--- config.mk ---
export PLATFORM = sky130hd
export DESIGN_NAME = smaesh_op_scheduler_flat
export DESIGN_NICKNAME = d
export VERILOG_FILES = /design/src/rtl/smaesh_op_scheduler_if.sv /design/src/rtl/smaesh_op_scheduler.sv /design/src/flat_wrapper.sv
export SDC_FILE = /design/constraint.sdc
export NUM_CORES = 1
export LEC_CHECK = 0
export BUFFER_PORTS_ARGS = -buffer_cell sky130_fd_sc_hd__buf_4
export CORE_ASPECT_RATIO = 0.8
export CORE_MARGIN = 4
export CORE_UTILIZATION = 48
export CTS_CLUSTER_DIAMETER = 30
export DETAILED_ROUTE_END_ITERATION = 10
export PLACE_DENSITY = 0.74
export SLEW_MARGIN = 10
export SYNTH_ARGS = -nofsm -noshare
export SYNTH_HDL_FRONTEND = slang
export SYNTH_SLANG_ARGS = --single-unit
--- constraint.sdc ---
create_clock -name clk -period 8 [get_ports clk]
set_input_delay 0.4 -clock clk [delete_from_list [all_inputs] [get_ports clk]]
set_output_delay 0.4 -clock clk [all_outputs]
set_load 0.05 [all_outputs]
--- src/rtl/smaesh_op_scheduler_if.sv ---
// smaesh_op_scheduler_if
// Request/handshake bundle between the external valid/ready streams, the
// shared resources (AES core, key holder, PRNG) and the operation scheduler.
// master: the environment side (requests, readiness, busy flags).
// slave : the scheduler side (one-cycle start pulses).
interface smaesh_op_scheduler_if;
   logic in_data_valid;
   logic in_key_valid;
   logic in_seed_valid;
   logic aes_ready_in;
   logic prng_out_valid;
   logic aes_busy;
   logic ksu_busy;
   logic prng_busy;
   logic data_start;
   logic key_start;
   logic seed_start;

   modport master (
      output in_data_valid, in_key_valid, in_seed_valid,
      output aes_ready_in, prng_out_valid,
      output aes_busy, ksu_busy, prng_busy,
      input  data_start, key_start, seed_start
   );

   modport slave (
      input  in_data_valid, in_key_valid, in_seed_valid,
      input  aes_ready_in, prng_out_valid,
      input  aes_busy, ksu_busy, prng_busy,
      output data_start, key_start, seed_start
   );
endinterface

--- src/rtl/smaesh_op_scheduler.sv ---
// smaesh_op_scheduler
// Arbitrates the shared masked AES core / key holder / PRNG between data runs,
// re-keying and re-seeding. A grant is a one-cycle start pulse issued from IDLE;
// the FSM then holds the resource until the served busy has been seen and has
// dropped again, or until the busy fails to appear within BUSY_TMO cycles.
// Optional feature: define SCHED_AUTO_RESEED_EN to block data grants once
// RESEED_LIMIT data runs have happened since the last reseed.
module smaesh_op_scheduler #(
   parameter int RESEED_LIMIT = 1024,
   parameter int CNT_W        = 11,
   parameter int BUSY_TMO     = 4
) (
   input  logic                 clk,
   input  logic                 rst_n,
   smaesh_op_scheduler_if.slave bus,
   output logic [1:0]           sched_state,
   output logic                 reseed_required,
   output logic [CNT_W-1:0]     run_count,
   output logic                 err_tmo
);

   localparam int TMO_W = (BUSY_TMO > 1) ? $clog2(BUSY_TMO) : 1;
   localparam logic [TMO_W-1:0] TMO_LAST = TMO_W'(BUSY_TMO - 1);

   // Reject parameter sets the counter cannot represent.
   if (RESEED_LIMIT < 1 || BUSY_TMO < 1 || CNT_W < 1 || CNT_W > 31 ||
       (32'd1 << CNT_W) <= RESEED_LIMIT) begin : g_cfg_err
      $error("smaesh_op_scheduler: invalid RESEED_LIMIT/CNT_W/BUSY_TMO");
   end

`ifdef SCHED_AUTO_RESEED_EN
   localparam logic [CNT_W-1:0] CNT_SAT = CNT_W'(RESEED_LIMIT);
`else
   localparam logic [CNT_W-1:0] CNT_SAT = '1;
`endif

   typedef enum logic [1:0] {
      S_IDLE     = 2'd0,
      S_RUN_DATA = 2'd1,
      S_RUN_KEY  = 2'd2,
      S_RUN_SEED = 2'd3
   } state_t;

   state_t           state_q, state_d;
   logic             busy_seen_q, busy_seen_d;
   logic [TMO_W-1:0] tmo_cnt_q, tmo_cnt_d;
   logic             data_turn_q, data_turn_d;
   logic [CNT_W-1:0] run_count_q, run_count_d;
   logic             err_tmo_q, err_tmo_d;
   logic             reseed_req;

   logic             free;
   logic             data_elig;
   logic             data_go, key_go, seed_go;
   logic             served_busy;
   logic             run_exit;

   assign free      = ~(bus.aes_busy | bus.ksu_busy | bus.prng_busy);
   assign data_elig = bus.in_data_valid & bus.aes_ready_in & bus.prng_out_valid & ~reseed_req;

   // Grant arbitration, busy tracking and timeout for the current operation.
   always_comb begin
      state_d     = state_q;
      busy_seen_d = busy_seen_q;
      tmo_cnt_d   = tmo_cnt_q;
      err_tmo_d   = err_tmo_q;
      data_go     = 1'b0;
      key_go      = 1'b0;
      seed_go     = 1'b0;
      served_busy = 1'b0;
      run_exit    = 1'b0;

      case (state_q)
         S_IDLE: begin
            busy_seen_d = 1'b0;
            tmo_cnt_d   = '0;
            if (free) begin
               // data_turn lets a waiting data run jump ahead once after a key/seed op
               if (data_turn_q && data_elig)  data_go = 1'b1;
               else if (bus.in_seed_valid)    seed_go = 1'b1;
               else if (bus.in_key_valid)     key_go  = 1'b1;
               else if (data_elig)            data_go = 1'b1;
            end
            if (data_go)      state_d = S_RUN_DATA;
            else if (seed_go) state_d = S_RUN_SEED;
            else if (key_go)  state_d = S_RUN_KEY;
         end
         default: begin
            case (state_q)
               S_RUN_DATA: served_busy = bus.aes_busy;
               S_RUN_KEY:  served_busy = bus.ksu_busy;
               default:    served_busy = bus.prng_busy;
            endcase
            if (served_busy) begin
               busy_seen_d = 1'b1;
            end else if (busy_seen_q) begin
               state_d  = S_IDLE;
               run_exit = 1'b1;
            end else if (tmo_cnt_q == TMO_LAST) begin
               state_d   = S_IDLE;
               run_exit  = 1'b1;
               err_tmo_d = 1'b1;
            end else begin
               tmo_cnt_d = tmo_cnt_q + 1'b1;
            end
         end
      endcase
   end

   // Anti-starvation flag and run counter; a reseed exit clears the counter
   // even if it coincides with a data grant.
   always_comb begin
      data_turn_d = data_turn_q;
      if (data_go || !bus.in_data_valid) data_turn_d = 1'b0;
      if (run_exit && state_q != S_RUN_DATA && bus.in_data_valid) data_turn_d = 1'b1;

      run_count_d = run_count_q;
      if (run_exit && state_q == S_RUN_SEED)        run_count_d = '0;
      else if (data_go && run_count_q != CNT_SAT)   run_count_d = run_count_q + 1'b1;
   end

   // Control state registers, cleared asynchronously.
   always_ff @(posedge clk or negedge rst_n) begin
      if (!rst_n) begin
         state_q     <= S_IDLE;
         busy_seen_q <= 1'b0;
         tmo_cnt_q   <= '0;
         data_turn_q <= 1'b0;
         run_count_q <= '0;
         err_tmo_q   <= 1'b0;
      end else begin
         state_q     <= state_d;
         busy_seen_q <= busy_seen_d;
         tmo_cnt_q   <= tmo_cnt_d;
         data_turn_q <= data_turn_d;
         run_count_q <= run_count_d;
         err_tmo_q   <= err_tmo_d;
      end
   end

`ifdef SCHED_AUTO_RESEED_EN
   logic reseed_req_q, reseed_req_d;

   assign reseed_req_d = (run_count_d == CNT_SAT);

   // Reseed-required flag tracks the counter value it is registered with.
   always_ff @(posedge clk or negedge rst_n) begin
      if (!rst_n) reseed_req_q <= 1'b0;
      else        reseed_req_q <= reseed_req_d;
   end

   assign reseed_req = reseed_req_q;
`else
   assign reseed_req = 1'b0;
`endif

   assign bus.data_start  = data_go;
   assign bus.key_start   = key_go;
   assign bus.seed_start  = seed_go;
   assign sched_state     = state_q;
   assign reseed_required = reseed_req;
   assign run_count       = run_count_q;
   assign err_tmo         = err_tmo_q;

endmodule

--- src/flat_wrapper.sv ---
// flat-port wrapper written by rule: the top's interface ports become plain ports
module smaesh_op_scheduler_flat 
#(
   parameter int RESEED_LIMIT = 1024,
   parameter int CNT_W        = 11,
   parameter int BUSY_TMO     = 4
)
  (clk, rst_n, sched_state, reseed_required, run_count, err_tmo, bus_in_data_valid, bus_in_key_valid, bus_in_seed_valid, bus_aes_ready_in, bus_prng_out_valid, bus_aes_busy, bus_ksu_busy, bus_prng_busy, bus_data_start, bus_key_start, bus_seed_start);
  smaesh_op_scheduler_if bus_i ();
  input  logic clk;
  input  logic rst_n;
  output logic [1:0] sched_state;
  output logic reseed_required;
  output logic [CNT_W-1:0] run_count;
  output logic err_tmo;
  input wire logic [$bits(bus_i.in_data_valid)-1:0] bus_in_data_valid;
  input wire logic [$bits(bus_i.in_key_valid)-1:0] bus_in_key_valid;
  input wire logic [$bits(bus_i.in_seed_valid)-1:0] bus_in_seed_valid;
  input wire logic [$bits(bus_i.aes_ready_in)-1:0] bus_aes_ready_in;
  input wire logic [$bits(bus_i.prng_out_valid)-1:0] bus_prng_out_valid;
  input wire logic [$bits(bus_i.aes_busy)-1:0] bus_aes_busy;
  input wire logic [$bits(bus_i.ksu_busy)-1:0] bus_ksu_busy;
  input wire logic [$bits(bus_i.prng_busy)-1:0] bus_prng_busy;
  output wire logic [$bits(bus_i.data_start)-1:0] bus_data_start;
  output wire logic [$bits(bus_i.key_start)-1:0] bus_key_start;
  output wire logic [$bits(bus_i.seed_start)-1:0] bus_seed_start;
  assign bus_i.in_data_valid = bus_in_data_valid;
  assign bus_i.in_key_valid = bus_in_key_valid;
  assign bus_i.in_seed_valid = bus_in_seed_valid;
  assign bus_i.aes_ready_in = bus_aes_ready_in;
  assign bus_i.prng_out_valid = bus_prng_out_valid;
  assign bus_i.aes_busy = bus_aes_busy;
  assign bus_i.ksu_busy = bus_ksu_busy;
  assign bus_i.prng_busy = bus_prng_busy;
  assign bus_data_start = bus_i.data_start;
  assign bus_key_start = bus_i.key_start;
  assign bus_seed_start = bus_i.seed_start;
  smaesh_op_scheduler #(.RESEED_LIMIT(RESEED_LIMIT), .CNT_W(CNT_W), .BUSY_TMO(BUSY_TMO)) u_core (.clk(clk), .rst_n(rst_n), .bus(bus_i), .sched_state(sched_state), .reseed_required(reseed_required), .run_count(run_count), .err_tmo(err_tmo));
endmodule
---- After elaboration in Yosys (flattened, before gate mapping) ----
Cells that the tools add are included.
storage, ports and cells
  register bits after elaboration ......... 18
  bits in latches ......................... 0
  bits in writable memories ............... 0
  bits in read-only memories .............. 0
  input bits .............................. 10
  output and inout port bits .............. 18
  word-level logic and storage cells ...... 81
  memories ................................ 0
operators by class
  $add $sub $neg .......................... 2
  $mul .................................... 0
  divide/modulo/power cells ............... 0
  order comparisons ....................... 0
  equality and inequality tests ........... 10
  shift operators ......................... 0
  muxes and demuxes ....................... 41
  bitwise gates (word level) .............. 7
  reduce and logical (&&, ||, !) cells .... 15
operators by type and width
  kind                   count
  $mux 1                 27
  $mux 11                2
  $mux 2                 11
  $add 11x1->11 const B  1
  $ne 11x11->1 const B   1
  $eq 2x2->1 const B     3
  $ne 2x2->1 const B     3
  $reduce_and 3->1       2
  $reduce_bool 2->1      3
  $logic_and 1x1->1      5
  $ne 4x2->1 const B     1
  $reduce_and 4->1       1
  $not 1->1              3
  $reduce_bool 3->1      1
  $add 2x1->2 const B    1
  $and 1x1->1            2
  $eq 2x1->1 const B     1
  $logic_not 2->1        1
  $ne 2x1->1 const B     1
  $or 1x1->1             2
  $pmux 1 s2             1
  $logic_not 1->1        1
  $logic_or 1x1->1       1

---- Logic depth before layout (Yosys ltp) ----
  word-level depth ........................ 12
  gate-level depth with buffers ........... 9
  depth with buffers taken out ............ 6

---- Least setup slack after synthesis ----
No wires, ideal clock.
  kind .................................... register -> register
  start point ............................. register u_core.state_q[0], in the netlist u_core.sched_state[0]
  end point ............................... register u_core.run_count_q[8], in the netlist u_core.run_count[8]
  library setup time ...................... 0.078 ns
  arrival ................................. 2.827 ns
  data required time ...................... 7.922 ns
  path slack .............................. 5.095 ns
  cell stages (with the launch flop) ...... 10
  buffers on the path ..................... 3
  clock period less this slack ............ 2.905 ns
  cell sequence ........................... dfrtp_1 -> inv_1 -> ha_1 -> buf_4 -> or4b_1 -> buf_2 -> or4_1 -> buf_2 -> or4_1 -> a21oi_1
on the way
  word-level cells in the longest chain between the ends .. 7
  elaborated cells between the ends (all ways) .. 13
  those cells by class .................... eq/ne: 3; mux: 6; reduce/logical: 4
RTL lines
  what                                          RTL line                    text
  start: declaration                            smaesh_op_scheduler.sv:44   state_t state_q, state_d;
  start signal: assignment                      smaesh_op_scheduler.sv:132  state_q <= state_d;
  $eq 2x2->1 or $eq 2x1->1 (tied branches)      smaesh_op_scheduler.sv:89   case (state_q)
  $pmux 1 s2                                    smaesh_op_scheduler.sv:89
  $mux 1                                        smaesh_op_scheduler.sv:73   case (state_q)
  $mux 1                                        smaesh_op_scheduler.sv:94   if (served_busy) begin
  $mux 1                                        smaesh_op_scheduler.sv:73
  $logic_and 1x1->1                             smaesh_op_scheduler.sv:118  if (run_exit && state_q == S_RUN_SEED) run_count_d = '0;
  $mux 11 or $reduce_bool 2->1 (tied branches)  n/a
  end signal: assignment                        smaesh_op_scheduler.sv:136  run_count_q <= run_count_d;
  end: declaration                              smaesh_op_scheduler.sv:48   logic [CNT_W-1:0] run_count_q, run_count_d;
Parallel ways exist; a longest one is shown, timed or not. The select of a mux whose other input is x is not followed.
A chain may end at the register's enable or synchronous reset.

---- Worst setup path after layout ----
  start point ............................. register u_core.state_q[0], in the netlist u_core.sched_state[0]
  end point ............................... register u_core.run_count_q[5], in the netlist u_core.run_count[5]
Same word-level chain as after synthesis.

==> summary by stage <==
Detailed routing
The detailed router's first-iteration violation count is just under 60. The length of the first detailed-routing pass in iterations is 4. The detailed-route via count is 988. Dividing the detail-routed wire length by the instance count gives approximately 14 microns. The mean number of vias per cell is 5.778. The detailed-route wire length is 2403 microns.

The post-detailed-route count of antenna-violating nets is 0. The detailed-route DRC error count is 0.

Hold path
The path class of the tightest hold or removal check is in2reg. In this run the most critical hold path is launched from bus_in_data_valid.

CTS
The post-CTS clock slew at the launch and capture registers of the worst setup and hold paths is between 0.1 and 0.15 ns. The number of buffers created by CTS is 3. TritonCTS built the clock tree. CTS built an H-tree with a depth of 1. The maximum clock insertion buffer count is 2. The cell sitting at the root of the clock tree is a sky130_fd_sc_hd__clkbuf_4. The quantity of hold-fixing buffers added after cts is 1.

The clock latency of the later-clocked register in the worst-skew pair is a little under 0.3 ns. The number of gates resized after CTS was 0. The post-CTS setup buffer count is 0. CTS saw 18 sinks.

STA
The count of endpoints failing setup in the final report is 0. The final setup skew is ~0.015 ns. The final number of max-transition violations is 0.

Setup repair after global routing left no endpoint under its margin. The tightest hold path in the finished design has a slack of 0.3252 ns. The number of failing hold endpoints at the final stage was 0.

In this run the tightest slew margin relative to its limit is 0.1897. Setup total negative slack on the finished layout was measured at 0 ns. In the finished design, the share of the clock period the worst path needs comes to 0.3718. The worst path setup slack after routing is between 5 and 6 ns. For the finished layout, the period the worst path requires is 2.975 ns. At the pin with the least slew margin, the transition time is 1.204 ns. Timing would allow up to 336.2 MHz.

Layout
The final non-filler cell area is 1333 sq um. The layout has 191 filler cells. The multi-input combinational cells in the finished layout cover a total of 568.0 sq um. Compared with the post-synthesis result, the final layout area differs by 23.26%. Once layout is complete, the utilization of the core stands at 0.6174. The share of layout cells above drive strength 1 is 0.2466. 0 antenna diodes ended up in the layout. The footprint of the flip-flops and latches is 450.4 sq um.

The net count of the finished layout is approximately 160. The library cell used most frequently in the layout, excluding fill and tap cells, is sky130_fd_sc_hd__buf_4. Excluding fillers, the count of instances in the completed layout stands at ~170. The library cells used most frequently in the layout, excluding fill and tap cells, are 27 x sky130_fd_sc_hd__buf_4, 18 x sky130_fd_sc_hd__dfrtp_1, 11 x sky130_fd_sc_hd__a21oi_1, 11 x sky130_fd_sc_hd__nor2_1, 9 x sky130_fd_sc_hd__inv_1.

Synthesis
The compound-gate portion of the synthesized area is 0.2060. The main flop type after synthesis is sky130_fd_sc_hd__dfrtp_1. Of the synthesized area, sequential elements account for 0.4167. The share of flip-flops with an asynchronous set or reset after synthesis is 1.000. By area, the combinational part of the netlist is dominated by simple AND/OR/NAND/NOR gates.

The per-instance average area after synthesis is about 9.1 sq um. The count of state elements after synthesis is 18. Of the total synthesized cell area, the portion taken by XOR and XNOR cells is 0.008102. Of the total synthesized cell area, the portion taken by AND, OR, NAND and NOR gates is 0.2292. The number of flops mapped to enable cells by yosys is 0.

The synthesized area is 1081 sq um. The Yosys step of the flow raised 0 warnings. The number of nets produced by synthesis is about 140.

Synthesis produced a netlist whose cell count is 119. The mux contribution to synthesized area is 0.009259. The synthesized-area fraction occupied by adder cells is 0.06944. The number of distinct library cells after synthesis is 41.

Die
The count of standard-cell rows is 15. The floorplan step set the die width to 61.06 microns. The initial utilization of the core area, before any placement, comes to 0.5009.

In this run the count of I/O pins placed on the die edge is 28. The core box area is 2158 sq um. The area of the die is 3080 sq um.

From bottom edge to top edge, the die measures 50.45 microns.

Setup path
The required time of the critical path is between 8 and 9 ns. Walking the worst path, the cells encountered are inv_1 > ha_1 > or4b_1 > nor4_1 > a31oi_1 > a211oi_1. The largest stage delay on the critical path is 1.04 ns.

The type of the worst setup path is reg2reg. The maximum fanout along the worst path is 9. The critical path buffer and inverter count is 1.

The startpoint of the worst setup timing path is u_core.sched_state[0]$_DFFE_PN0P_. STA classifies the critical path startpoint as a register. The gate family responsible for the most delay along the worst path is simple AND/OR/NAND/NOR gates.

The cell at the slowest stage of the critical path is sky130_fd_sc_hd__nor4_1. The data arrival time of the critical path is 3.17 ns. The startpoint of the most critical register-to-register path is u_core.sched_state[0]$_DFFE_PN0P_. The endpoint type of the worst setup path is a register.

GRT
Across every metal layer, demand over resource in global routing totals 0.1734. The global-route congestion overflow total is 0. The via count of the first global-routing pass is 944. Entering global routing, the biggest net connects 19 pins. The number of antenna violations at the first check in global routing came to 0. The first global-routing pass estimated 4057 microns of wire.

Placed design
In this run, placement finished with an instance count of 166. The sum of net half-perimeters after detailed placement is about 1900 microns. The count of input and output buffers is 26. In this run the cell area measured after placement is 1286 sq um. The worst setup timing slack at the placement stage is 5.111 ns.

At the end of routability-driven placement, the weighted congestion stood at around 0.85.

Power
Total power for the finished layout comes to roughly 0.39 mW. The leakage power is roughly 0.66 nW. The total power per unit cell area is a little under 300 nW/um^2. The maximum vdd drop is 168.4 uV.

Status
The flow ran to the end, and the final reports show no timing, DRC or antenna violations.

Flow run
Across the run, the number of max-cap violations was 0.
-- layer usage --
layer / part of all wire / vias up / track usage
li1: - / 489 / -
met1: 0.47 / 463 / 0.2355
met2: 0.45 / 34 / 0.2729
met3: 0.075 / 2 / 0.04884
met4: 0.0050 / 0 / 0.03610
met5: 0 / - / 0
-- worst paths after layout --
kind | end | slack (ns) | cells after the start
min | u_core.data_turn_q$_DFFE_PN0P_ | 0.33 | 2
max reg2reg | u_core.run_count[5]$_DFFE_PN0P_ | 5.03 | 6
min in group asynchronous | u_core.run_count[1]$_DFFE_PN0P_ | 0.49 | 2
min reg2reg | u_core.err_tmo$_DFFE_PN0P_ | 0.48 | 1
max | u_core.run_count[5]$_DFFE_PN0P_ | 5.03 | 6
max in group asynchronous | u_core.sched_state[0]$_DFFE_PN0P_ | 7.30 | 2
-- cell usage after synthesis (all sizes together) (2+ instances only) --
cell type  count  area [sq um]
nor2          11         41.29
a211oi         2         15.01
a21o           2         15.01
or3            5         35.03
buf            4         25.02
nor3           3         15.01
inv            9         33.78
nor4b          2         17.52
nand4          2         12.51
nand3          6         30.03
nand2          4         15.01
o31ai          2         15.01
or4            2         15.01
o21ai          7         35.03
a21oi         11         55.05
dfrtp         18         450.4
ha             6         75.07
and3           2         12.51
-- cell families after synthesis --
logic type / after synthesis
AOI/OAI and AO/OA: 34
adders and majority gates: 6
other: 1
buffers and inverters: 14
DFF: 18
xor gates and xnor gates: 1
and+or+nand+nor: 44
muxes: 1
-- state kept, by name (all words and copies together) (netlist names) --
signal,flops
u_core.run_count,11
u_core.sched_state,2
u_core.tmo_cnt_q,2
u_core.busy_seen_q,1
u_core.data_turn_q,1
u_core.err_tmo,1
-- worst reg2reg max path, stage by stage, from the launching register on --
cell and delay [ns]:
sky130_fd_sc_hd__dfrtp_1 0.42, sky130_fd_sc_hd__inv_1 0.11, sky130_fd_sc_hd__ha_1 0.33, sky130_fd_sc_hd__or4b_1 0.57, sky130_fd_sc_hd__nor4_1 1.04, sky130_fd_sc_hd__a31oi_1 0.19
sky130_fd_sc_hd__a211oi_1 0.24
-- power breakdown --
group          total [mW]  internal (mW)  switching (mW)  leakage [nW]
Clock              0.0557         0.0277          0.0280        0.0210
Sequential          0.137          0.115          0.0217         0.234
Combinational       0.200         0.0714           0.129         0.403
Total               0.393          0.215           0.178         0.658
-- layout make-up --
cell class / count / share of cell area
multi-input combinational: 87 / 0.4263
clock buffer: 4 / 0.02723
tap: 25 / 0.02347
timing repair buffer: 28 / 0.1596
inverter: 9 / 0.02535
sequential: 18 / 0.3380
Note: power is estimated with default switching activity, not from simulation.
